<file path="config.mk">
export PLATFORM = sky130hd
export DESIGN_NAME = sll_stream_reader_flat
export DESIGN_NICKNAME = d
export VERILOG_FILES = /design/src/rtl/sll_stream_reader_if.sv /design/src/rtl/sll_stream_reader.sv /design/src/flat_wrapper.sv
export SDC_FILE = /design/constraint.sdc
export NUM_CORES = 1
export LEC_CHECK = 0
export ABC_AREA = 1
export BUFFER_PORTS_ARGS = -buffer_cell sky130_fd_sc_hd__buf_2
export CAP_MARGIN = 40
export CORE_MARGIN = 3
export CORE_UTILIZATION = 55
export CTS_BUF_LIST = sky130_fd_sc_hd__clkbuf_4 sky130_fd_sc_hd__clkbuf_8
export CTS_CLUSTER_DIAMETER = 50
export DETAILED_ROUTE_END_ITERATION = 16
export PLACE_DENSITY = 0.89
export REMOVE_ABC_BUFFERS = 1
export SLEW_MARGIN = 40
export SYNTH_ARGS = -nofsm -noshare
export SYNTH_HDL_FRONTEND = slang
export SYNTH_SLANG_ARGS = --single-unit
</file>
<file path="constraint.sdc">
create_clock -name clk -period 2.1 [get_ports clk]
set_input_delay 0.105 -clock clk [delete_from_list [all_inputs] [get_ports clk]]
set_output_delay 0.105 -clock clk [all_outputs]
set_load 0.02 [all_outputs]
</file>
<file path="src/rtl/sll_stream_reader_if.sv">
// sll_stream_reader_if: bundles the linked-list op bus and the output stream of the
// list traversal engine.
//   master modport: the reader (drives ll_op/ll_addr/ll_data_in/ll_op_start and the
//                   m_* stream, receives list responses/status and m_ready).
//   slave modport:  the list plus the stream consumer.
// Parameters must match the sll_stream_reader instance they connect to.
interface sll_stream_reader_if #(
    parameter int unsigned DATA_WIDTH = 8,
    parameter int unsigned MAX_NODE   = 8
);
    localparam int unsigned ADDR_WIDTH = $clog2(MAX_NODE + 1);

    // List op bus
    logic [2:0]            ll_op;
    logic [ADDR_WIDTH-1:0] ll_addr;
    logic [DATA_WIDTH-1:0] ll_data_in;
    logic                  ll_op_start;
    logic                  ll_op_done;
    logic [DATA_WIDTH-1:0] ll_data_out;
    logic [ADDR_WIDTH-1:0] ll_next_node_addr;
    logic                  ll_fault;
    logic [ADDR_WIDTH-1:0] ll_head;
    logic [ADDR_WIDTH-1:0] ll_length;
    logic                  ll_empty;

    // Output stream
    logic                  m_valid;
    logic                  m_ready;
    logic [DATA_WIDTH-1:0] m_data;
    logic [ADDR_WIDTH-1:0] m_addr;
    logic                  m_last;

    modport master (
        output ll_op, ll_addr, ll_data_in, ll_op_start,
        input  ll_op_done, ll_data_out, ll_next_node_addr, ll_fault,
        input  ll_head, ll_length, ll_empty,
        output m_valid, m_data, m_addr, m_last,
        input  m_ready
    );

    modport slave (
        input  ll_op, ll_addr, ll_data_in, ll_op_start,
        output ll_op_done, ll_data_out, ll_next_node_addr, ll_fault,
        output ll_head, ll_length, ll_empty,
        input  m_valid, m_data, m_addr, m_last,
        output m_ready
    );
endinterface

</file>
<file path="src/rtl/sll_stream_reader.sv">
// sll_stream_reader: walks a singly linked list from head to tail with Read_Addr ops and
// streams every node (data, address, last flag) out on a valid/ready port.
// Ports:
//   clk, rst     clock; asynchronous active-high reset
//   start        traversal request, accepted only when idle
//   busy         traversal in progress
//   done         one-cycle pulse at the end of a traversal (normal or error)
//   err          sticky fault / illegal next pointer, cleared by an accepted start
//   count        nodes handed off in the current or last traversal
//   bus          sll_stream_reader_if.master: ll_* list op bus and m_* output stream
// Optional feature: define SLL_READER_PREFETCH_EN to overlap the next node read with
// the current output beat (one-entry prefetch buffer, 2 cycles/node).
module sll_stream_reader #(
    parameter int unsigned  DATA_WIDTH = 8,
    parameter int unsigned  MAX_NODE   = 8,
    localparam int unsigned ADDR_WIDTH = $clog2(MAX_NODE + 1)
) (
    input  logic                  clk,
    input  logic                  rst,
    input  logic                  start,
    output logic                  busy,
    output logic                  done,
    output logic                  err,
    output logic [ADDR_WIDTH-1:0] count,
    sll_stream_reader_if.master   bus
);
    localparam logic [ADDR_WIDTH-1:0] AddrNull = ADDR_WIDTH'(MAX_NODE + 1);
    localparam logic [ADDR_WIDTH-1:0] AddrMax  = ADDR_WIDTH'(MAX_NODE);

    localparam logic [1:0] StIdle = 2'd0;
    localparam logic [1:0] StReq  = 2'd1;
    localparam logic [1:0] StOut  = 2'd2;
    localparam logic [1:0] StFin  = 2'd3;

    logic [1:0]            state_q, state_d;
    logic                  op_start_q, op_start_d;
    logic [ADDR_WIDTH-1:0] ll_addr_q, ll_addr_d;
    logic [ADDR_WIDTH-1:0] m_addr_q, m_addr_d;
    logic [DATA_WIDTH-1:0] data_q, data_d;
    logic [ADDR_WIDTH-1:0] next_q, next_d;
    logic                  last_q, last_d;
    logic [ADDR_WIDTH-1:0] count_q, count_d;
    logic [ADDR_WIDTH-1:0] len_q, len_d;
    logic                  err_q, err_d;
    logic [ADDR_WIDTH-1:0] cnt_inc;

    assign cnt_inc = count_q + ADDR_WIDTH'(1);

`ifdef SLL_READER_PREFETCH_EN
    logic                  pf_valid_q, pf_valid_d;
    logic [DATA_WIDTH-1:0] pf_data_q, pf_data_d;
    logic [ADDR_WIDTH-1:0] pf_next_q, pf_next_d;
    logic                  pf_fault_q, pf_fault_d;
    logic                  pf_ret;
    logic                  pf_f;
    logic [DATA_WIDTH-1:0] pf_d;
    logic [ADDR_WIDTH-1:0] pf_n;
    logic [ADDR_WIDTH-1:0] cnt_inc2;

    // A read issued during OUT is a prefetch; it returns while the beat may still be pending.
    assign pf_ret   = (state_q == StOut) && op_start_q && bus.ll_op_done;
    assign cnt_inc2 = count_q + ADDR_WIDTH'(2);
    assign pf_f     = pf_valid_q ? pf_fault_q : bus.ll_fault;
    assign pf_d     = pf_valid_q ? pf_data_q  : bus.ll_data_out;
    assign pf_n     = pf_valid_q ? pf_next_q  : bus.ll_next_node_addr;
`endif

    always_comb begin
        state_d    = state_q;
        op_start_d = op_start_q;
        ll_addr_d  = ll_addr_q;
        m_addr_d   = m_addr_q;
        data_d     = data_q;
        next_d     = next_q;
        last_d     = last_q;
        count_d    = count_q;
        len_d      = len_q;
        err_d      = err_q;
`ifdef SLL_READER_PREFETCH_EN
        pf_valid_d = pf_valid_q;
        pf_data_d  = pf_data_q;
        pf_next_d  = pf_next_q;
        pf_fault_d = pf_fault_q;
`endif
        unique case (state_q)
            StIdle: begin
                if (start) begin
                    len_d     = bus.ll_length;
                    ll_addr_d = bus.ll_head;
                    count_d   = '0;
                    err_d     = 1'b0;
                    if (bus.ll_empty || bus.ll_length == '0) begin
                        state_d = StFin;
                    end else begin
                        op_start_d = 1'b1;
                        state_d    = StReq;
                    end
                end
            end
            StReq: begin
                if (bus.ll_op_done) begin
                    op_start_d = 1'b0;
                    if (bus.ll_fault) begin
                        err_d   = 1'b1;
                        state_d = StFin;
                    end else begin
                        data_d   = bus.ll_data_out;
                        m_addr_d = ll_addr_q;
                        next_d   = bus.ll_next_node_addr;
                        // Length snapshot wins: a stale tail pointer need not be NULL.
                        last_d   = (cnt_inc == len_q) || (bus.ll_next_node_addr == AddrNull);
                        state_d  = StOut;
`ifdef SLL_READER_PREFETCH_EN
                        if (!last_d && bus.ll_next_node_addr < AddrMax) begin
                            op_start_d = 1'b1;
                            ll_addr_d  = bus.ll_next_node_addr;
                        end
`endif
                    end
                end
            end
            StOut: begin
`ifdef SLL_READER_PREFETCH_EN
                if (pf_ret) begin
                    op_start_d = 1'b0;
                    pf_valid_d = 1'b1;
                    pf_data_d  = bus.ll_data_out;
                    pf_next_d  = bus.ll_next_node_addr;
                    pf_fault_d = bus.ll_fault;
                end
`endif
                if (bus.m_ready) begin
                    count_d = cnt_inc;
                    if (last_q) begin
                        state_d = StFin;
                    end else if (next_q >= AddrMax) begin
                        err_d   = 1'b1;
                        state_d = StFin;
                    end else begin
`ifdef SLL_READER_PREFETCH_EN
                        if (pf_valid_q || pf_ret) begin
                            pf_valid_d = 1'b0;
                            if (pf_f) begin
                                err_d   = 1'b1;
                                state_d = StFin;
                            end else begin
                                data_d   = pf_d;
                                m_addr_d = ll_addr_q;
                                next_d   = pf_n;
                                last_d   = (cnt_inc2 == len_q) || (pf_n == AddrNull);
                                if (!last_d && pf_n < AddrMax) begin
                                    op_start_d = 1'b1;
                                    ll_addr_d  = pf_n;
                                end
                            end
                        end else begin
                            // Prefetch still outstanding: wait for it in REQ.
                            state_d = StReq;
                        end
`else
                        ll_addr_d  = next_q;
                        op_start_d = 1'b1;
                        state_d    = StReq;
`endif
                    end
                end
            end
            StFin: begin
                state_d = StIdle;
            end
        endcase
    end

    always_ff @(posedge clk or posedge rst) begin
        if (rst) begin
            state_q    <= StIdle;
            op_start_q <= 1'b0;
            ll_addr_q  <= AddrNull;
            m_addr_q   <= '0;
            data_q     <= '0;
            next_q     <= '0;
            last_q     <= 1'b0;
            count_q    <= '0;
            len_q      <= '0;
            err_q      <= 1'b0;
`ifdef SLL_READER_PREFETCH_EN
            pf_valid_q <= 1'b0;
            pf_data_q  <= '0;
            pf_next_q  <= '0;
            pf_fault_q <= 1'b0;
`endif
        end else begin
            state_q    <= state_d;
            op_start_q <= op_start_d;
            ll_addr_q  <= ll_addr_d;
            m_addr_q   <= m_addr_d;
            data_q     <= data_d;
            next_q     <= next_d;
            last_q     <= last_d;
            count_q    <= count_d;
            len_q      <= len_d;
            err_q      <= err_d;
`ifdef SLL_READER_PREFETCH_EN
            pf_valid_q <= pf_valid_d;
            pf_data_q  <= pf_data_d;
            pf_next_q  <= pf_next_d;
            pf_fault_q <= pf_fault_d;
`endif
        end
    end

    assign busy            = (state_q == StReq) || (state_q == StOut);
    assign done            = (state_q == StFin);
    assign err             = err_q;
    assign count           = count_q;
    assign bus.ll_op       = 3'd0;
    assign bus.ll_addr     = ll_addr_q;
    assign bus.ll_data_in  = '0;
    assign bus.ll_op_start = op_start_q;
    assign bus.m_valid     = (state_q == StOut);
    assign bus.m_data      = data_q;
    assign bus.m_addr      = m_addr_q;
    assign bus.m_last      = (state_q == StOut) && last_q;
endmodule

</file>
<file path="src/flat_wrapper.sv">
// flat-port wrapper written by rule: the top's interface ports become plain ports
module sll_stream_reader_flat 
#(
    parameter int unsigned  DATA_WIDTH = 8,
    parameter int unsigned  MAX_NODE   = 8,
    localparam int unsigned ADDR_WIDTH = $clog2(MAX_NODE + 1)
)
  (clk, rst, start, busy, done, err, count, bus_ll_op, bus_ll_addr, bus_ll_data_in, bus_ll_op_start, bus_ll_op_done, bus_ll_data_out, bus_ll_next_node_addr, bus_ll_fault, bus_ll_head, bus_ll_length, bus_ll_empty, bus_m_valid, bus_m_data, bus_m_addr, bus_m_last, bus_m_ready);
  sll_stream_reader_if #(.DATA_WIDTH(DATA_WIDTH), .MAX_NODE(MAX_NODE)) bus_i ();
  input  logic clk;
  input  logic rst;
  input  logic start;
  output logic busy;
  output logic done;
  output logic err;
  output logic [ADDR_WIDTH-1:0] count;
  output wire logic [$bits(bus_i.ll_op)-1:0] bus_ll_op;
  output wire logic [$bits(bus_i.ll_addr)-1:0] bus_ll_addr;
  output wire logic [$bits(bus_i.ll_data_in)-1:0] bus_ll_data_in;
  output wire logic [$bits(bus_i.ll_op_start)-1:0] bus_ll_op_start;
  input wire logic [$bits(bus_i.ll_op_done)-1:0] bus_ll_op_done;
  input wire logic [$bits(bus_i.ll_data_out)-1:0] bus_ll_data_out;
  input wire logic [$bits(bus_i.ll_next_node_addr)-1:0] bus_ll_next_node_addr;
  input wire logic [$bits(bus_i.ll_fault)-1:0] bus_ll_fault;
  input wire logic [$bits(bus_i.ll_head)-1:0] bus_ll_head;
  input wire logic [$bits(bus_i.ll_length)-1:0] bus_ll_length;
  input wire logic [$bits(bus_i.ll_empty)-1:0] bus_ll_empty;
  output wire logic [$bits(bus_i.m_valid)-1:0] bus_m_valid;
  output wire logic [$bits(bus_i.m_data)-1:0] bus_m_data;
  output wire logic [$bits(bus_i.m_addr)-1:0] bus_m_addr;
  output wire logic [$bits(bus_i.m_last)-1:0] bus_m_last;
  input wire logic [$bits(bus_i.m_ready)-1:0] bus_m_ready;
  assign bus_ll_op = bus_i.ll_op;
  assign bus_ll_addr = bus_i.ll_addr;
  assign bus_ll_data_in = bus_i.ll_data_in;
  assign bus_ll_op_start = bus_i.ll_op_start;
  assign bus_i.ll_op_done = bus_ll_op_done;
  assign bus_i.ll_data_out = bus_ll_data_out;
  assign bus_i.ll_next_node_addr = bus_ll_next_node_addr;
  assign bus_i.ll_fault = bus_ll_fault;
  assign bus_i.ll_head = bus_ll_head;
  assign bus_i.ll_length = bus_ll_length;
  assign bus_i.ll_empty = bus_ll_empty;
  assign bus_m_valid = bus_i.m_valid;
  assign bus_m_data = bus_i.m_data;
  assign bus_m_addr = bus_i.m_addr;
  assign bus_m_last = bus_i.m_last;
  assign bus_i.m_ready = bus_m_ready;
  sll_stream_reader #(.DATA_WIDTH(DATA_WIDTH), .MAX_NODE(MAX_NODE)) u_core (.clk(clk), .rst(rst), .start(start), .busy(busy), .done(done), .err(err), .count(count), .bus(bus_i));
endmodule
</file>
==> flow_summary.json, run 1 <==
{
  "via_count": 1487,
  "die_h_um": 62.3,
  "multi_input_area_um2": 723,
  "regToRegSetupSlack_ps": 400,
  "power.share.clock_pct": 15.7,
  "port_buffers": 52,
  "clk_latency_ps": 350,
  "finalClockSkew_ps": 10.8,
  "path_clk_slew_ps": 100,
  "switching_share_pct": 43.8,
  "grt.total_usage_pct": 19.5,
  "finalNonFillerCells": 308,
  "internal_power_mw": 1.85,
  "grt_overflow_total": 0,
  "p_per_area_mw_per_mm2": 1500,
  "leakage_nw": 1.23,
  "p_comb_share_pct": 50.1,
  "yosys.area.top_type": "dfrtp_1",
  "tns_ps": 0,
  "synth_seq_cells": 33,
  "ctsLongestPathBuffers": 2,
  "worstPathCellList": "inv_1 -> ha_1 -> nand2_1 -> inv_1 -> buf_2",
  "rr_endpoint": "u_core.bus.ll_addr[1]$_DFFE_PP0P_",
  "antenna_found_initial": 0,
  "worst_path_max_delay_cell": "ha_1",
  "grt_pass1_wl_mm": 5.96,
  "synth.avg_cell_area_um2": 8.85,
  "fillerInstances": 214,
  "finalHoldViolCount": 0,
  "drtIter0Drc": 58,
  "core_area_mm2": 0.00288,
  "synth_area_mm2": 0.00174,
  "worstSetupStartpoint": "u_core.state_q[0]$_DFFE_PP0P_",
  "initial_core_util_pct": 60.6,
  "final_area_mm2": 0.00220,
  "fin_crit_sh_pct": 82.1,
  "wl_mm": 3.67,
  "cp-end-kind": "primary output",
  "place_area_mm2": 0.00199,
  "yosys_warnings": 0,
  "dp.cells": 288,
  "hp-class": "primary input to flip-flop",
  "pin_count": 64,
  "dp_hpwl_mm": 2.58,
  "grt_max_degree": 34,
  "cts_tree": "done",
  "synth_most_common_cell": "nand2_1",
  "power.total_mw": 3.30,
  "netlist.area_leader.share_pct": 44.5,
  "worst_path_most_repeated_cell": "inv_1",
  "numCtsBuffers": 5,
  "gp_congestion": 0.798,
  "hold_end": "u_core.len_q[3]$_DFFE_PP0P_",
  "post_cts_buffers": 0,
  "route.detailed.drc": 0,
  "finish.utilization_pct": 76.5,
  "use_met2_pct": 32.7,
  "setup_viol": 0,
  "met1_usage_pct": 23.7,
  "cap_violations": 0,
  "ys_top_cells_by_area": "dfrtp_1 (45%), nand2_1 (11%), inv_1 (6.5%), buf_4 (4.7%), o21ai_0 (4.6%)",
  "die_area_mm2": 0.00388,
  "async_flop_share_pct": 100,
  "area_delta_synth_final_pct": 26.3,
  "setup.worst_path.class": "flip-flop to primary output",
  "synth_enable_flop_cells": 0,
  "cp_data_arrival_time_ps": 1620,
  "clock-sinks": 33,
  "hold-worst-slack_ps": 17.7,
  "ant_nets": 0,
  "reg2regPathDepth": 7,
  "min_period_ps": 1720,
  "place_ws_ps": 438,
  "num_rows": 19,
  "clockRootBuffer": "clkbuf_4",
  "grt-busiest-layer": "met2",
  "worstSetupStartpointType": "flip-flop",
  "synth_cell_type_count": 29,
  "nets": 297,
  "seqPwrFrac_pct": 34.2,
  "status": "finished clean",
  "die_w_um": 62.3,
  "worst_slack_ps": 376,
  "first_pass_iters": 5,
  "grt_pass1_vias": 1298,
  "rr_startpoint": "u_core.state_q[0]$_DFFE_PP0P_",
  "vdd_drop_max_uv": 990,
  "rsz0062_at_grt": "no",
  "dominantRegCellSynth": "dfrtp_1",
  "critical-path-top-delay-family": "adder cells",
  "p_switching_mw": 1.45,
  "crit_fanout": 11,
  "netlist_instances": 197,
  "crit_required_ps": 2000,
  "drive_above_1_share_pct": 30.1,
  "wl_per_cell_um": 11.9,
  "fmax_mhz": 580,
  "insertedDiodeCount": 0,
  "vias_per_cell": 4.83,
  "slew_viol_final": 0,
  "cts_max_level": 2,
  "synthTopCellsByCount": "nand2_1 (51), dfrtp_1 (31), inv_1 (30), o21ai_0 (16), buf_4 (11)",
  "grtUsageMet3_pct": 5.59,
  "whs_path_depth": 3,
  "max_stage_delay_ps": 430,
  "ff_latch_area_um2": 828,
  "seq_area_frac_synth_pct": 47.5,
  "hp-start": "start",
  "crit_buf_inv": 3
}
-- worst register-to-register path, cell delays in order, from the launching register on --
cell and delay (ps):
dfrtp_1 410, inv_1 120, ha_1 430, inv_2 140
a21oi_4 200, nor2_4 90, nand2_1 90, o21ai_0 110
-- flip-flops by register name, indices dropped and copies added, names as in the netlist --
signal / count
u_core.bus.ll_op_start: 1
u_core.bus.m_addr: 4
u_core.next_q: 4
u_core.count: 4
u_core.state_q: 2
u_core.bus.m_data: 8
u_core.len_q: 4
u_core.bus.ll_addr: 4
u_core.err: 1
u_core.last_q: 1
-- per-layer routing --
layer,vias up,share of wire (%)
met5,-,0
met4,0,1.6
met3,8,6.0
met2,47,51
met1,698,42
li1,734,-
-- power by group through the flow --
stage	clock network (mW)	registers, mW	logic [mW]
finish	0.516	1.13	1.65
global route	0.550	1.17	1.82
CTS	0.526	1.13	1.65
detailed placement	0	1.14	1.63
global placement	0	1.12	1.58
floorplan	0	1.35	0.962
-- area by class of cell --
type	instances	area share [%]
Clock inverter	1	1.36
Multi-Input combinational cell	128	32.9
Sequential cell	33	37.6
Tap cell	42	2.39
Clock buffer	7	2.67
Timing Repair Buffer	65	17.6
Inverter	32	5.46
-- placed cells by master, fill, tap and decap left out --
| cell type | instances |
|---|---|
| nand3_1 | 10 |
| a21oi_1 | 5 |
| clkbuf_4 | 6 |
| o21bai_1 | 1 |
| nand3_4 | 1 |
| o21ai_2 | 1 |
| mux2_4 | 4 |
| nor3_2 | 1 |
| nor2_1 | 5 |
| o21ai_0 | 16 |
| inv_2 | 2 |
| o22ai_1 | 3 |
| ha_1 | 5 |
| conb_1 | 11 |
| nand2_1 | 51 |
| nand3b_1 | 1 |
| buf_2 | 52 |
| buf_4 | 1 |
| o21ai_1 | 2 |
| a21oi_4 | 1 |
| clkbuf_8 | 1 |
| xnor2_1 | 1 |
| mux2_2 | 5 |
| dfstp_2 | 2 |
| nand2_2 | 1 |
| nor2_4 | 1 |
| dlygate4sd3_1 | 12 |
| inv_1 | 30 |
| bufinv_16 | 1 |
| dfrtp_1 | 31 |
| nand4_1 | 1 |
| a41oi_1 | 1 |
-- worst max path at each step --
stage,end,slack [ps],depth (start not counted)
CTS,bus_m_last,360,5
finish,bus_m_last,380,5
floorplan,u_core.state_q[1]$_DFFE_PP0P_,540,8
detailed placement,u_core.state_q[1]$_DFFE_PP0P_,440,8
global route,u_core.bus.ll_addr[1]$_DFFE_PP0P_,210,9
global placement,u_core.state_q[1]$_DFFE_PP0P_,480,8
-- cells by family after synthesis --
logic type / after synthesis / synth area share, %
simple gates: 72 / 18.3
xor+xnor: 1 / 0.503
fa+ha+maj: 5 / 3.59
flops: 33 / 47.5
mux: 9 / 6.68
buf+inv: 46 / 13.1
compound gates: 30 / 10.1
other cells: 1 / 0.215
-- repair_timing --
| item | in CTS | in global routing |
|---|---|---|
| gates resized for setup | 0 | 0 |
| hold buffers | 12 | 0 |
| endpoints found under the hold margin | 42 | 0 |
Note: power is estimated with default switching activity, not from simulation.
==> run 2, diff against run 1 <==
Settings changed: ABC_AREA 1 to 0, CORE_UTILIZATION 55 to 51, PLACE_DENSITY 0.89 to 0.83.
Clock period 2.1 ns to 1.8 ns, I/O delays scaled along.
==> run 2 against run 1 <==
Effect of this change: clock skew fell by 4.1 ps; cell count fell by 11%; global-route usage fell by 0.26 points; synthesized cell count fell by 21%; non-clock buffer count rose by 8; power rose by 15%; combinational power rose by 21%; register-to-register slack got worse by 260 ps.
==> flow_summary.json, run 2 <==
{
  "status": "finished clean",
  "crit_fanout": 5,
  "grt.total_usage_pct": 19.2,
  "vias_per_cell": 5.08,
  "via_count": 1397,
  "cp-end-kind": "flip-flop",
  "seqPwrFrac_pct": 35.4,
  "synth_cell_type_count": 40,
  "antenna_found_initial": 0,
  "grt_pass1_vias": 1417,
  "p_per_area_mw_per_mm2": 1690,
  "ant_nets": 0,
  "nets": 262,
  "netlist.area_leader.share_pct": 44.7,
  "core_area_mm2": 0.00315,
  "post_cts_buffers": 0,
  "synth_most_common_cell": "dfrtp_1",
  "rsz0062_at_grt": "no",
  "die_w_um": 64.3,
  "finalHoldViolCount": 0,
  "synth_enable_flop_cells": 0,
  "wl_per_cell_um": 13.2,
  "dominantRegCellSynth": "dfrtp_1",
  "layout_common_cells": "buf_2 (52), dfrtp_1 (31), mux2_2 (21), dlygate4sd3_1 (12), conb_1 (11)",
  "num_rows": 20,
  "route.detailed.drc": 0,
  "wl_mm": 3.62,
  "ys_top_cells_by_area": "dfrtp_1 (45%), mux2_2 (14%), buf_4 (4.8%), ha_1 (3.6%), dfstp_2 (3.0%)",
  "final_common_cell": "buf_2",
  "tns_ps": 0,
  "area_delta_synth_final_pct": 29.5,
  "min_period_ps": 1660,
  "worstSetupStartpointType": "flip-flop",
  "grt_overflow_total": 0,
  "power.share.clock_pct": 12.1,
  "vdd_drop_max_uv": 957,
  "clk_latency_ps": 320,
  "gp_congestion": 0.905,
  "drive_above_1_share_pct": 44.6,
  "die_area_mm2": 0.00414,
  "yosys_warnings": 0,
  "initial_core_util_pct": 55.0,
  "synth_area_mm2": 0.00173,
  "p_switching_mw": 1.55,
  "fillerInstances": 243,
  "port_buffers": 52,
  "dp_hpwl_mm": 2.72,
  "fin_crit_sh_pct": 92.1,
  "switching_share_pct": 40.9,
  "synth_seq_cells": 33,
  "synth.avg_cell_area_um2": 11.2,
  "leakage_nw": 1.09,
  "seq_area_frac_synth_pct": 47.8,
  "slew_viol_final": 0,
  "crit_required_ps": 2010,
  "cts_max_level": 2,
  "async_flop_share_pct": 100,
  "drtIter0Drc": 66,
  "numCtsBuffers": 5,
  "fmax_mhz": 603,
  "finalClockSkew_ps": 6.70,
  "grt_max_degree": 34,
  "hp-class": "primary input to flip-flop",
  "cp_data_arrival_time_ps": 1870,
  "pin_count": 64,
  "netlist_instances": 155,
  "synthTopCellsByCount": "dfrtp_1 (31), mux2_2 (21), buf_4 (11), nand2_1 (9), o21ai_0 (9)",
  "path_clk_slew_ps": 90,
  "insertedDiodeCount": 0,
  "setup.worst_path.class": "flip-flop to flip-flop",
  "largest_reg_flops": 8,
  "p_comb_share_pct": 52.5,
  "clockRootBuffer": "clkbuf_4",
  "first_pass_iters": 4,
  "die_h_um": 64.3,
  "grt_pass1_wl_mm": 6.30,
  "yosys.area.top_type": "dfrtp_1",
  "internal_power_mw": 2.24,
  "hold-worst-slack_ps": 15.4,
  "cts_tree": "done",
  "clock-sinks": 33,
  "cap_violations": 0,
  "ctsLongestPathBuffers": 2,
  "setup_viol": 0
}
==> run 2: repair_timing <==
item                                    in CTS  in global routing
endpoints found under the hold margin       41                  1
endpoints found under the setup margin       0                 16
hold buffers                                11                  1
resized for setup                            0                  5
==> run 2: final timing paths <==
kind	from	endpoint	slack, ps	depth (start not counted)
worst max-delay path	u_core.state_q[1]$_DFFE_PP0P_	u_core.err$_DFFE_PP0P_	140	5
worst min-delay path	bus_ll_length[0]	u_core.len_q[0]$_DFFE_PP0P_	20	2
worst max register to register	u_core.state_q[1]$_DFFE_PP0P_	u_core.err$_DFFE_PP0P_	140	5
worst min register to register	u_core.bus.ll_addr[3]$_DFFE_PP1P_	u_core.bus.ll_addr[3]$_DFFE_PP1P_	510	2
max in group asynchronous	rst	u_core.bus.ll_addr[3]$_DFFE_PP1P_	1050	4
min in group asynchronous	rst	u_core.bus.m_data[2]$_DFFE_PP0P_	420	4
==> run 2: final cells by class <==
class | count | area [um^2] | share of cell area [%]
Sequential cell | 33 | 828 | 36.9
Multi-Input combinational cell | 108 | 811 | 36.1
Timing Repair Buffer | 73 | 452 | 20.1
Clock buffer | 8 | 66.3 | 2.95
Tap cell | 44 | 55.1 | 2.45
Inverter | 9 | 33.8 | 1.50
==> run 2: critical path, cell delays in order, from the launching register on <==
cell and delay [ps]:
dfrtp_1 420, inv_1 90, ha_1 220, and2b_1 210, nor4_2 260, mux2_2 350
==> run 2: per-layer routing <==
metal  GRT usage (%)  part of all wire [%]  vias up
li1                -                     -      678
met3            6.33                   8.4        4
met2            31.8                    48       57
met5               0                     0        -
met1            24.0                    42      658
met4            5.28                  0.72        0
==> run 2: cell families (layout without fill, tap and decap cells) <==
family                   Yosys count  in the layout  synth area share [%]
XOR/XNOR                           6              6                  3.03
AND/OR/NAND/NOR                   33             33                  10.2
flip-flops                        33             33                  47.8
other                              1             11                 0.216
adder cells (fa/ha/maj)            5              5                  3.61
multiplexers                      25             25                  15.9
buffers and inverters             24             90                  8.59
AO/OA/AOI/OAI                     28             28                  10.7
==> run 2: power by group through the flow <==
stage	clock network [mW]	logic, mW	registers (mW)
floorplan	0	1.06	1.62
detailed placement	0	1.95	1.36
global route	0.514	2.19	1.40
CTS	0.479	1.97	1.35
finish	0.458	1.99	1.34
global placement	0	1.91	1.33
==> run 2: metrics by stage <==
stage          total power [mW]  std cells  utilization, %  area, um^2  worst slack, ps
2_1_floorplan              2.67        150               -        1660            -99.9
3_3_place_gp               3.24        255            64.7        2040              141
3_5_place_dp               3.31        255            64.7        2040             79.7
4_1_cts                    3.80        274            70.3        2220             63.7
5_1_grt                    4.10        275            71.2        2250             22.4
6_report                   3.79        275            71.2        2250              142
==> run 3, diff against run 2 <==
Settings changed: BUFFER_PORTS_ARGS -buffer_cell sky130_fd_sc_hd__buf_2 to -buffer_cell sky130_fd_sc_hd__buf_4, TNS_END_PERCENT set to 1.
==> run 3 against run 2 <==
Effect of this change: power grew 11%; routed wire length grew 17%; clock skew grew 2.8 ps; setup slack lost 42 ps; cell count grew 1.1%.
==> flow_summary.json, run 3 (same netlist as run 2, synthesis figures left out) <==
{
  "finalHoldViolCount": 0,
  "cap_violations": 0,
  "slew_viol_final": 0,
  "hp-class": "primary input to flip-flop",
  "cp_data_arrival_time_ps": 1920,
  "cp-end-kind": "flip-flop",
  "leakage_nw": 1.15,
  "clock-sinks": 33,
  "path_clk_slew_ps": 110,
  "grt_pass1_vias": 1519,
  "tns_ps": 0,
  "area_delta_synth_final_pct": 40.5,
  "drtIter0Drc": 156,
  "min_period_ps": 1700,
  "largest_reg_flops": 8,
  "finalClockSkew_ps": 9.45,
  "first_pass_iters": 4,
  "initial_core_util_pct": 55.0,
  "insertedDiodeCount": 0,
  "grt_max_degree": 34,
  "die_w_um": 64.3,
  "final_common_cell": "buf_4",
  "pin_count": 64,
  "p_per_area_mw_per_mm2": 1720,
  "port_buffers": 52,
  "place_ws_ps": -65.7,
  "numCtsBuffers": 5,
  "fillerInstances": 236,
  "drive_above_1_share_pct": 43.2,
  "nets": 265,
  "worstPathCellList": "ha_1 -> and2b_1 -> nand2_4 -> mux2_2",
  "crit_fanout": 19,
  "max_stage_delay_ps": 430,
  "ant_nets": 0,
  "cts_max_level": 2,
  "rsz0062_at_grt": "no",
  "route.detailed.drc": 0,
  "core_area_mm2": 0.00315,
  "finish.utilization_pct": 77.3,
  "setup.worst_path.class": "flip-flop to flip-flop",
  "wl_per_cell_um": 15.2,
  "vdd_drop_max_uv": 1120,
  "crit_required_ps": 2020,
  "wl_mm": 4.22,
  "via_count": 1455,
  "cts_tree": "done",
  "worstSetupStartpointType": "flip-flop",
  "grt_pass1_wl_mm": 7.05,
  "worst_slack_ps": 99.8,
  "clk_latency_ps": 340,
  "worst_path_max_delay_cell": "dfrtp_1",
  "status": "finished clean",
  "gp_congestion": 0.892,
  "num_rows": 20,
  "die_h_um": 64.3,
  "dp_hpwl_mm": 2.82,
  "vias_per_cell": 5.23,
  "layout_common_cells": "buf_4 (59), dfrtp_1 (31), mux2_2 (21), dlygate4sd3_1 (17), conb_1 (11)",
  "antenna_found_initial": 0,
  "ctsLongestPathBuffers": 2,
  "setup_viol": 0,
  "clockRootBuffer": "clkbuf_4",
  "grt.total_usage_pct": 22.2,
  "fin_crit_sh_pct": 94.5,
  "die_area_mm2": 0.00414,
  "fmax_mhz": 588,
  "grt_overflow_total": 0
}
## run 3: area by class of cell
type	count	area, um^2	share of cell area (%)
clock buffers	7	58.8	2.41
flip-flops and latches	33	828	34.0
repair buffers	76	613	25.2
clock inverters	1	30.0	1.23
multi-input cells	108	817	33.5
inverters	9	33.8	1.39
well taps	44	55.1	2.26
## run 3: power breakdown
group,total [mW],internal (mW),switching (mW)
Sequential,1.38,1.11,0.268
Clock,0.608,0.347,0.261
Combinational,2.21,1.07,1.14
Total,4.20,2.53,1.67
## run 3: worst paths after layout
| check | cells after the start | to | start | slack (ps) |
|---|---|---|---|---|
| max in group asynchronous | 4 | u_core.bus.ll_addr[3]$_DFFE_PP1P_ | rst | 1070 |
| max reg2reg | 4 | u_core.bus.m_data[6]$_DFFE_PP0P_ | u_core.state_q[0]$_DFFE_PP0P_ | 100 |
| min reg2reg | 2 | u_core.bus.ll_addr[3]$_DFFE_PP1P_ | u_core.bus.ll_addr[3]$_DFFE_PP1P_ | 510 |
| min | 2 | u_core.bus.m_data[2]$_DFFE_PP0P_ | bus_ll_data_out[2] | 20 |
| max | 4 | u_core.bus.m_data[6]$_DFFE_PP0P_ | u_core.state_q[0]$_DFFE_PP0P_ | 100 |
| min in group asynchronous | 4 | u_core.bus.m_addr[0]$_DFFE_PP0P_ | rst | 400 |
## run 3: metal layers
| metal | share of wire (%) | routed length [um] | vias to the layer above | global-route usage (%) |
|---|---|---|---|---|
| met2 | 50 | 2120 | 74 | 37.2 |
| met5 | 0 | 0 | - | 0 |
| met4 | 1.8 | 78 | 0 | 5.80 |
| li1 | - | - | 679 | - |
| met1 | 39 | 1640 | 690 | 26.3 |
| met3 | 9.2 | 388 | 12 | 9.31 |
## run 3: critical path: cells and delay by family, from the launching register on
family | cells | cell delay [ps]
fa+ha+maj | 1 | 280
flops | 1 | 430
mux | 1 | 380
simple gates | 2 | 490
## run 3: per-stage QoR
step | std cells | cell area (um^2) | hold slack [ps] | total power, mW
after floorplan | 150 | 1660 | 207 | 2.67
after global placement | 252 | 2150 | 205 | 3.37
after detailed placement | 252 | 2150 | 206 | 3.47
after CTS | 276 | 2410 | 4.68 | 4.13
after global routing | 278 | 2440 | 7.75 | 4.48
final | 278 | 2440 | 23.1 | 4.20
## run 3: what timing repair did
item / CTS / global route
hold buffers: 16 / 1
hold endpoints to repair: 46 / 1
gates resized for setup: 3 / 2
pin swaps: 0 / 1
endpoints found under the setup margin: 2 / 3
buffers inserted: 0 / 1
